## src/rtl/cnn_mac_engine.sv

```systemverilog
// ============================================================================
// Module   : cnn_mac_engine
// Brief    : Streaming signed dot-product engine with scale, saturate and ReLU.
// Revision : 1.0 - initial release
// ============================================================================
`timescale 1ns/1ps
`default_nettype none

module cnn_mac_engine #(
    parameter int DATA_WIDTH = 32,
    parameter int ADDR_WIDTH = 10,
    parameter int ACC_WIDTH  = 64,
    parameter int FRAC_BITS  = 8
) (
    input  logic                  clk,
    input  logic                  reset,
    input  logic                  start,
    input  logic [ADDR_WIDTH-1:0] w_base,
    input  logic [ADDR_WIDTH-1:0] a_base,
    input  logic [ADDR_WIDTH-1:0] len,
    input  logic                  relu_en,
    output logic [ADDR_WIDTH-1:0] weight_addr,
    input  logic [DATA_WIDTH-1:0] weight_data,
    output logic [ADDR_WIDTH-1:0] act_addr,
    input  logic [DATA_WIDTH-1:0] act_data,
    output logic                  busy,
    output logic                  stall_req,
    output logic                  done,
    output logic [DATA_WIDTH-1:0] result
);

    localparam logic [1:0] S_IDLE  = 2'd0;
    localparam logic [1:0] S_RUN   = 2'd1;
    localparam logic [1:0] S_DRAIN = 2'd2;
    localparam logic [1:0] S_DONE  = 2'd3;

    localparam logic [ADDR_WIDTH-1:0] c_addr_one = {{(ADDR_WIDTH-1){1'b0}}, 1'b1};
    localparam logic signed [ACC_WIDTH-1:0] c_sat_max =
        {{(ACC_WIDTH-DATA_WIDTH+1){1'b0}}, {(DATA_WIDTH-1){1'b1}}};
    localparam logic signed [ACC_WIDTH-1:0] c_sat_min =
        {{(ACC_WIDTH-DATA_WIDTH+1){1'b1}}, {(DATA_WIDTH-1){1'b0}}};

    logic [1:0]                   r_state;
    logic [ADDR_WIDTH-1:0]        r_w_base;
    logic [ADDR_WIDTH-1:0]        r_a_base;
    logic [ADDR_WIDTH-1:0]        r_len;
    logic                         r_relu;
    logic [ADDR_WIDTH-1:0]        r_k;
    logic signed [ACC_WIDTH-1:0]  r_acc;
    logic                         r_mac_vld;
    logic [ADDR_WIDTH-1:0]        r_weight_addr;
    logic [ADDR_WIDTH-1:0]        r_act_addr;
    logic [DATA_WIDTH-1:0]        r_result;

    logic signed [2*DATA_WIDTH-1:0] w_prod;
    logic signed [ACC_WIDTH-1:0]    w_prod_ext;
    logic signed [ACC_WIDTH-1:0]    w_acc_sum;
    logic signed [ACC_WIDTH-1:0]    w_shifted;
    logic [DATA_WIDTH-1:0]          w_sat;
    logic [DATA_WIDTH-1:0]          w_result_fmt;
    logic [ADDR_WIDTH-1:0]          w_k_next;
    logic                           w_last;

    // Memory data arrives one cycle after its address, so the product is
    // valid in the cycle following each RUN cycle (r_mac_vld).
    assign w_prod     = $signed(weight_data) * $signed(act_data);
    assign w_prod_ext = ACC_WIDTH'(w_prod);
    assign w_acc_sum  = r_mac_vld ? (r_acc + w_prod_ext) : r_acc;
    assign w_shifted  = w_acc_sum >>> FRAC_BITS;

    always_comb begin
        w_sat = w_shifted[DATA_WIDTH-1:0];
        if (w_shifted > c_sat_max) begin
            w_sat = c_sat_max[DATA_WIDTH-1:0];
        end else if (w_shifted < c_sat_min) begin
            w_sat = c_sat_min[DATA_WIDTH-1:0];
        end
        w_result_fmt = w_sat;
        if (r_relu && w_sat[DATA_WIDTH-1]) begin
            w_result_fmt = '0;
        end
    end

    assign w_k_next = r_k + c_addr_one;
    assign w_last   = (r_k == (r_len - c_addr_one));

    always_ff @(posedge clk) begin
        if (reset) begin
            r_state       <= S_IDLE;
            r_w_base      <= '0;
            r_a_base      <= '0;
            r_len         <= '0;
            r_relu        <= 1'b0;
            r_k           <= '0;
            r_acc         <= '0;
            r_mac_vld     <= 1'b0;
            r_weight_addr <= '0;
            r_act_addr    <= '0;
            r_result      <= '0;
        end else begin
            r_mac_vld <= (r_state == S_RUN);
            case (r_state)
                S_IDLE: begin
                    r_weight_addr <= '0;
                    r_act_addr    <= '0;
                    if (start) begin
                        r_w_base <= w_base;
                        r_a_base <= a_base;
                        r_len    <= len;
                        r_relu   <= relu_en;
                        r_acc    <= '0;
                        r_k      <= '0;
                        if (len != '0) begin
                            r_state       <= S_RUN;
                            r_weight_addr <= w_base;
                            r_act_addr    <= a_base;
                        end else begin
                            r_state  <= S_DONE;
                            r_result <= '0;
                        end
                    end
                end
                S_RUN: begin
                    r_acc <= w_acc_sum;
                    if (w_last) begin
                        r_state       <= S_DRAIN;
                        r_weight_addr <= '0;
                        r_act_addr    <= '0;
                    end else begin
                        r_k           <= w_k_next;
                        r_weight_addr <= r_w_base + w_k_next;
                        r_act_addr    <= r_a_base + w_k_next;
                    end
                end
                S_DRAIN: begin
                    r_acc    <= w_acc_sum;
                    r_result <= w_result_fmt;
                    r_state  <= S_DONE;
                end
                default: begin
                    r_state <= S_IDLE;
                end
            endcase
        end
    end

    assign weight_addr = r_weight_addr;
    assign act_addr    = r_act_addr;
    assign result      = r_result;
    assign busy        = (r_state != S_IDLE);
    assign done        = (r_state == S_DONE);
    assign stall_req   = ((r_state == S_IDLE) && start) || (r_state == S_RUN) ||
                         (r_state == S_DRAIN);

endmodule

`default_nettype wire
```

## config.mk

```make
export PLATFORM = sky130hd
export DESIGN_NAME = cnn_mac_engine
export DESIGN_NICKNAME = d
export VERILOG_FILES = /design/src/rtl/cnn_mac_engine.sv
export SDC_FILE = /design/constraint.sdc
export NUM_CORES = 2
export LEC_CHECK = 0
export BUFFER_PORTS_ARGS = -buffer_cell sky130_fd_sc_hd__buf_2
export CORE_ASPECT_RATIO = 1.75
export CORE_MARGIN = 2
export CORE_UTILIZATION = 42
export DETAILED_ROUTE_END_ITERATION = 10
export PLACE_DENSITY = 0.65
export RECOVER_POWER = 50
export SETUP_SLACK_MARGIN = 0.5
export SYNTH_ARGS = -nofsm -noshare
export SYNTH_HDL_FRONTEND = slang
export SYNTH_SLANG_ARGS = --single-unit
```

## constraint.sdc

```tcl
create_clock -name clk -period 17.5 [get_ports clk]
set_clock_uncertainty 0.2 [all_clocks]
set_input_delay 1.75 -clock clk [delete_from_list [all_inputs] [get_ports clk]]
set_output_delay 1.75 -clock clk [all_outputs]
set_load 0.005 [all_outputs]
```

### After elaboration in Yosys (flattened, before gate mapping)

Index checks and enable logic that the tools add are counted.

* equal/unequal tests: 9
* $lt $le $gt $ge: 2
* reductions and logical operators: 17
* add/sub/neg operators: 5
* multipliers: 1
* multiplexer cells: 24

Operator list (number)
* $mux W32: 5
* $mux W64: 2
* $pmux W64 S2: 1
* $mux W10: 8
* $add A64 B64 Y64: 1
* $mul A32 B32 Y64: 1
* $pmux W32 S2: 1
* $pmux W10 S2: 3
* $gt A56 B32 Y1 const B: 1
* $lt A56 B32 Y1 const B: 1
* $add A10 B10 Y10: 2
* $add A10 B1 Y10 const B: 1
* $eq A10 B10 Y1: 1
* $reduce_bool A10 Y1: 1
* $sub A10 B1 Y10 const B: 1
* $reduce_and A3 Y1: 3
* $ne A2 B2 Y1 const B: 4
* $reduce_bool A2 Y1: 4
* $mux W2: 3
* $pmux W2 S3: 1
* $reduce_and A2 Y1: 3
* $eq A2 B2 Y1 const B: 2
* $eq A2 B1 Y1 const B: 1
* $logic_and A1 B1 Y1: 2
* 4 further kinds: 5

* word-level logic and storage cells: 70
* input bits: 98
* output and inout port bits: 55
* register bits: 160

### Longest topological paths before layout

* depth in word-level cells: 9
* mapped depth: 34
* mapped depth without buffers: 30

### Worst setup path after synthesis

OpenSTA, ideal clock, no wires.

* path kind: input to register
* start: input port act_data[0]
* end: register r_result[10], in the netlist result[10]
* required time: 17.179 ns
* arrival: 10.494 ns
* slack: 6.686 ns
* path buffers: 3
* library setup time: 0.121 ns
* stages on the path: 32
* cell sequence: clkbuf_1 -> nand2_1 -> inv_1 -> fa_1 -> inv_1 -> fa_1 -> inv_1 -> fa_1 -> inv_1 -> fa_1 -> inv_1 -> fa_1 -> fa_1 -> fa_1 -> inv_1 -> fa_1 -> inv_1 -> ha_1 -> buf_4 -> nand4_1 -> o211ai_1 -> a21oi_1 -> o21ai_2 -> or4b_1 -> o32ai_2 -> mux2_4 -> o221ai_2 -> nor4_2 -> nand4_2 -> o21ai_4 -> buf_6 -> nand3_2

* cells in the longest elaborated chain, start to end: 9
* elaborated cells on any way between the ends: 10
* those cells by class: add/sub: 1; mul: 1; order compare: 2; mux: 5; reduce/logical: 1

Ends and longest elaborated chain
* start: declaration: RTL line 25 `input logic [DATA_WIDTH-1:0] act_data,`
* $mul A32 B32 Y64 (*): RTL line 66 `assign w_prod = $signed(weight_data) * $signed(act_data);`
* $add A64 B64 Y64 (*): RTL line 68 `assign w_acc_sum = r_mac_vld ? (r_acc + w_prod_ext) : r_acc;`
* $mux W64 (*): RTL line 68
* $lt A56 B32 Y1: RTL line 75 `end else if (w_shifted < c_sat_min) begin`
* $mux W32: RTL line 75
* $mux W32 (*): RTL line 73 `if (w_shifted > c_sat_max) begin`
* $logic_and A1 B1 Y1: RTL line 79 `if (r_relu && w_sat[DATA_WIDTH-1]) begin`
* $mux W32 (*): RTL line 79
* $pmux W32 S2 (*): RTL line 102 `case (r_state)`
* end signal: assignment: RTL line 137 `r_result <= w_result_fmt;`
* end: declaration: RTL line 53 `logic [DATA_WIDTH-1:0] r_result;`

Mark *: on every way between the ends. The rest lies on a longest branch, timed or not. The select of a mux whose other input is x is not followed.
A chain may end at the register's enable or synchronous reset.

### Final worst setup path

* start: input port act_data[5]
* end: register r_result[2], in the netlist result[2]

The elaborated chain is that of the path after synthesis.

==> run_results.csv <==
group,metric,value,unit
clocking,h-tree-depth,4,
place,place.detailed.hpwl,116.2,mm
outcome,violations,"capacitance limit, slew limit",
cells_and_area,n_antenna_cell,0,
synth,ys.flop_type,"dfxtp_1",
setup_path,end_kind,"register",
clocking,cts_tree,"built",
floorplan,rows,165,
clocking,cts.clk_slew.worst_paths,0.06,ns
floorplan,io_pins,153,
route,drt_iter0_drc,1737,
sta,fin_crit_sh,68.06,%
synth,synth_fa_ha_area_share,55.95,%
synth,ys_seq_area_share,6.566,%
cells_and_area,syn_to_final_growth,4.489,%
synth,synth_top_family_by_area,"adder cells",
synth,ys_ff_latch,160,
setup_path,cp-start-kind,"primary input",
grt,track_usage,24.25,%
floorplan,core_region_area,0.1154,mm²
outcome,status,"complete, but fails checks",
route,ant_nets,0,
setup_path,required,17.57,ns
synth,yosysWarningCount,0,
clocking,cts_root_buffer,"clkbuf_16",
synth,synth_nets,6971,
sta,tns,0,ns
synth,synth_edf_count,0,
grt,first_global_vias,41130,
grt,grt_pass1_wl,223.0,mm
sta,period_minus_slack,11.91,ns
sta,worst_pin_slew,3.393,ns
route,wl_per_cell,20.14,µm
synth,synth_top_cell_area_share,49.74,%
grt,antenna_found_initial,6,
floorplan,die_h,454.8,µm
setup_path,crit_path_max_fanout,32,
clocking,cts_resized,0,
cells_and_area,drive_gt1_share,4.452,%
setup_path,crit_type,"in2reg",
floorplan,start_util,42.27,%
cells_and_area,layout.nets,6863,
clocking,cts.hold.buffers_added,0,
clocking,clkSinkCount,160,
route,drt-total-wl,137.5,mm
setup_path,arrival,11.99,ns
synth,muxShareOfSynthArea,0.4078,%
sta,hold_viol_final,0,
cells_and_area,fillCellCount,11220,
route,drcViolationCount,0,
route,via_per_inst,5.328,
clocking,clock_path_buffers,2,
synth,ys_types,97,
job,maxCapViolCount,2,
sta,maxSlewHeadroom,-126.2,%
synth,synthesis.area,0.04878,mm²
synth,synth_simple_gate_area_share,16.06,%
sta,fmax,0.08396,GHz
route,via_count,36370,
place,gp_congestion,0.9412,
synth,async_reset_ff_share,0,%
synth,synth-xor-area-share,1.795,%
grt,grt_overflow,0,
synth,synthCells,5419,
route,dr.pass1.iters,6,
clocking,clock_latency,0.45,ns
clocking,cts_buffers,17,
floorplan,dieArea,0.1190,mm²
grt,grt_max_degree,70,
min_path,hold_class,"reg2reg",
sta,rsz0062_at_grt,"false",
place,port_buffers,152,
synth,synthTopCellsByArea,"fa_1 (50%), inv_1 (9.8%), dfxtp_1 (6.6%)",
clocking,post_cts_buffers,0,
synth,synth.avg_cell_area,9.002,µm²
sta,setup_violations,0,
floorplan,chipWidth,261.6,µm
sta,drv_slew,134,
synth,synth_area_leader_cell,"fa_1",
synth,synth_compound_area_share,6.843,%
metal layers:
| layer | part of all wire, % | track usage [%] |
|---|---|---|
| met2 | 57 | 47.09 |
| met1 | 33 | 25.21 |
| met3 | 4.0 | 2.606 |
| met5 | 0.033 | 0 |
| met4 | 6.2 | 12.56 |
layout make-up:
class | instances | area [µm²] | area share, %
clock buffers | 20 | 456.7 | 0.8960
clock inverters | 12 | 180.2 | 0.3535
inverters | 1271 | 4771 | 9.360
multi-input cells | 3683 | 39580 | 77.65
flip-flops and latches | 160 | 3207 | 6.292
well taps | 1503 | 1881 | 3.690
repair buffers | 178 | 898.4 | 1.763
placed cells by master, fill, tap and decap left out, types with 10 or more instances in the layout:
master / n
inv_1: 1270
fa_1: 1212
nand2_1: 727
and2_1: 446
ha_1: 242
nor2_1: 166
a21oi_1: 159
dfxtp_1: 159
buf_2: 109
a22oi_1: 96
o21ai_0: 81
nand3_1: 79
xnor2_1: 67
clkbuf_1: 45
xor2_1: 33
nor3_1: 33
nand4_1: 30
a211oi_1: 30
nand2b_1: 28
buf_4: 25
o211ai_1: 20
clkbuf_16: 17
a21o_1: 16
a31oi_1: 16
o21bai_1: 14
nand3_2: 14
mux2i_1: 12
nor4_1: 11
and3_1: 10
state kept, by name, indices dropped and copies added, names as in the netlist, 2 cells and up:
signal,cells
r_state,2
r_acc,64
r_a_base,10
weight_addr,10
result,32
r_w_base,10
act_addr,10
r_len,10
r_k,10
through the flow:
stage / instance area [µm²] / utilization, % / std cells / hold WS (ns) / setup WS [ns]
2_1_floorplan: 48780 / - / 5419 / 0.2319 / 6.686
3_3_place_gp: 50390 / 43.67 / 6795 / 0.2417 / 5.374
3_5_place_dp: 50390 / 43.67 / 6795 / 0.2463 / 5.145
4_1_cts: 51030 / 44.22 / 6827 / 0.2554 / 5.596
5_1_grt: 50970 / 44.17 / 6827 / 0.2811 / 4.990
6_report: 50970 / 44.17 / 6827 / 0.2535 / 5.589
kinds of logic (layout without fill, tap and decap cells):
kind of cell               Yosys count  after routing
xor gates and xnor gates           100            100
AOI/OAI and AO/OA                  508            508
DFF                                160            160
buffers and inverters             1576           1481
adders and majority gates         1454           1454
and+or+nand+nor                   1603           1603
muxes                               18             18
critical path, cell delays in order:
cell and delay (ns):
buf_2 0.53, nand2_1 0.26, inv_1 0.15, fa_1 0.50
fa_1 0.59, inv_1 0.13, fa_1 1.26, inv_1 0.20
fa_1 0.56, fa_1 0.45, fa_1 0.51, fa_1 0.52
inv_1 0.05, fa_1 0.47, inv_1 0.04, ha_1 0.41
nand4_1 0.26, nor3_1 0.26, a32oi_1 0.13, a311oi_1 0.64
nor2_1 0.14, o21ai_1 0.20, xnor2_1 0.17, mux2i_1 0.18
nor4_2 0.36, nand4_2 0.30, o21ai_4 0.77, nand3_1 0.15
final timing paths:
check	to	slack, ns	depth (start not counted)	startpoint
worst max-delay path	result[2]$_SDFFE_PP0P_	5.59	28	act_data[5]
worst min-delay path	r_acc[4]$_SDFFE_PP0P_	0.25	2	r_acc[4]$_SDFFE_PP0P_
worst max register to register	result[2]$_SDFFE_PP0P_	7.85	27	r_acc[19]$_SDFFE_PP0P_
worst min register to register	r_acc[4]$_SDFFE_PP0P_	0.25	2	r_acc[4]$_SDFFE_PP0P_
synthesized netlist by cell type, drive strengths merged, types with 13 or more instances:
cell type  instances
nand3             93
nor3              36
nand2b            29
inv             1270
a21o              16
o211ai            21
nand4             31
and2             446
o21ai             92
dfxtp            160
a21oi            167
nor4              13
xnor2             67
a31oi             17
a22oi             96
xor2              33
ha               242
nand2            730
buf               31
fa              1212
nor2             169
o21bai            14
clkbuf           274
a211oi            33
Power is left out: the tool's default activity adds up to more than one toggle a clock period on the data nets, which glitch-free logic cannot reach.
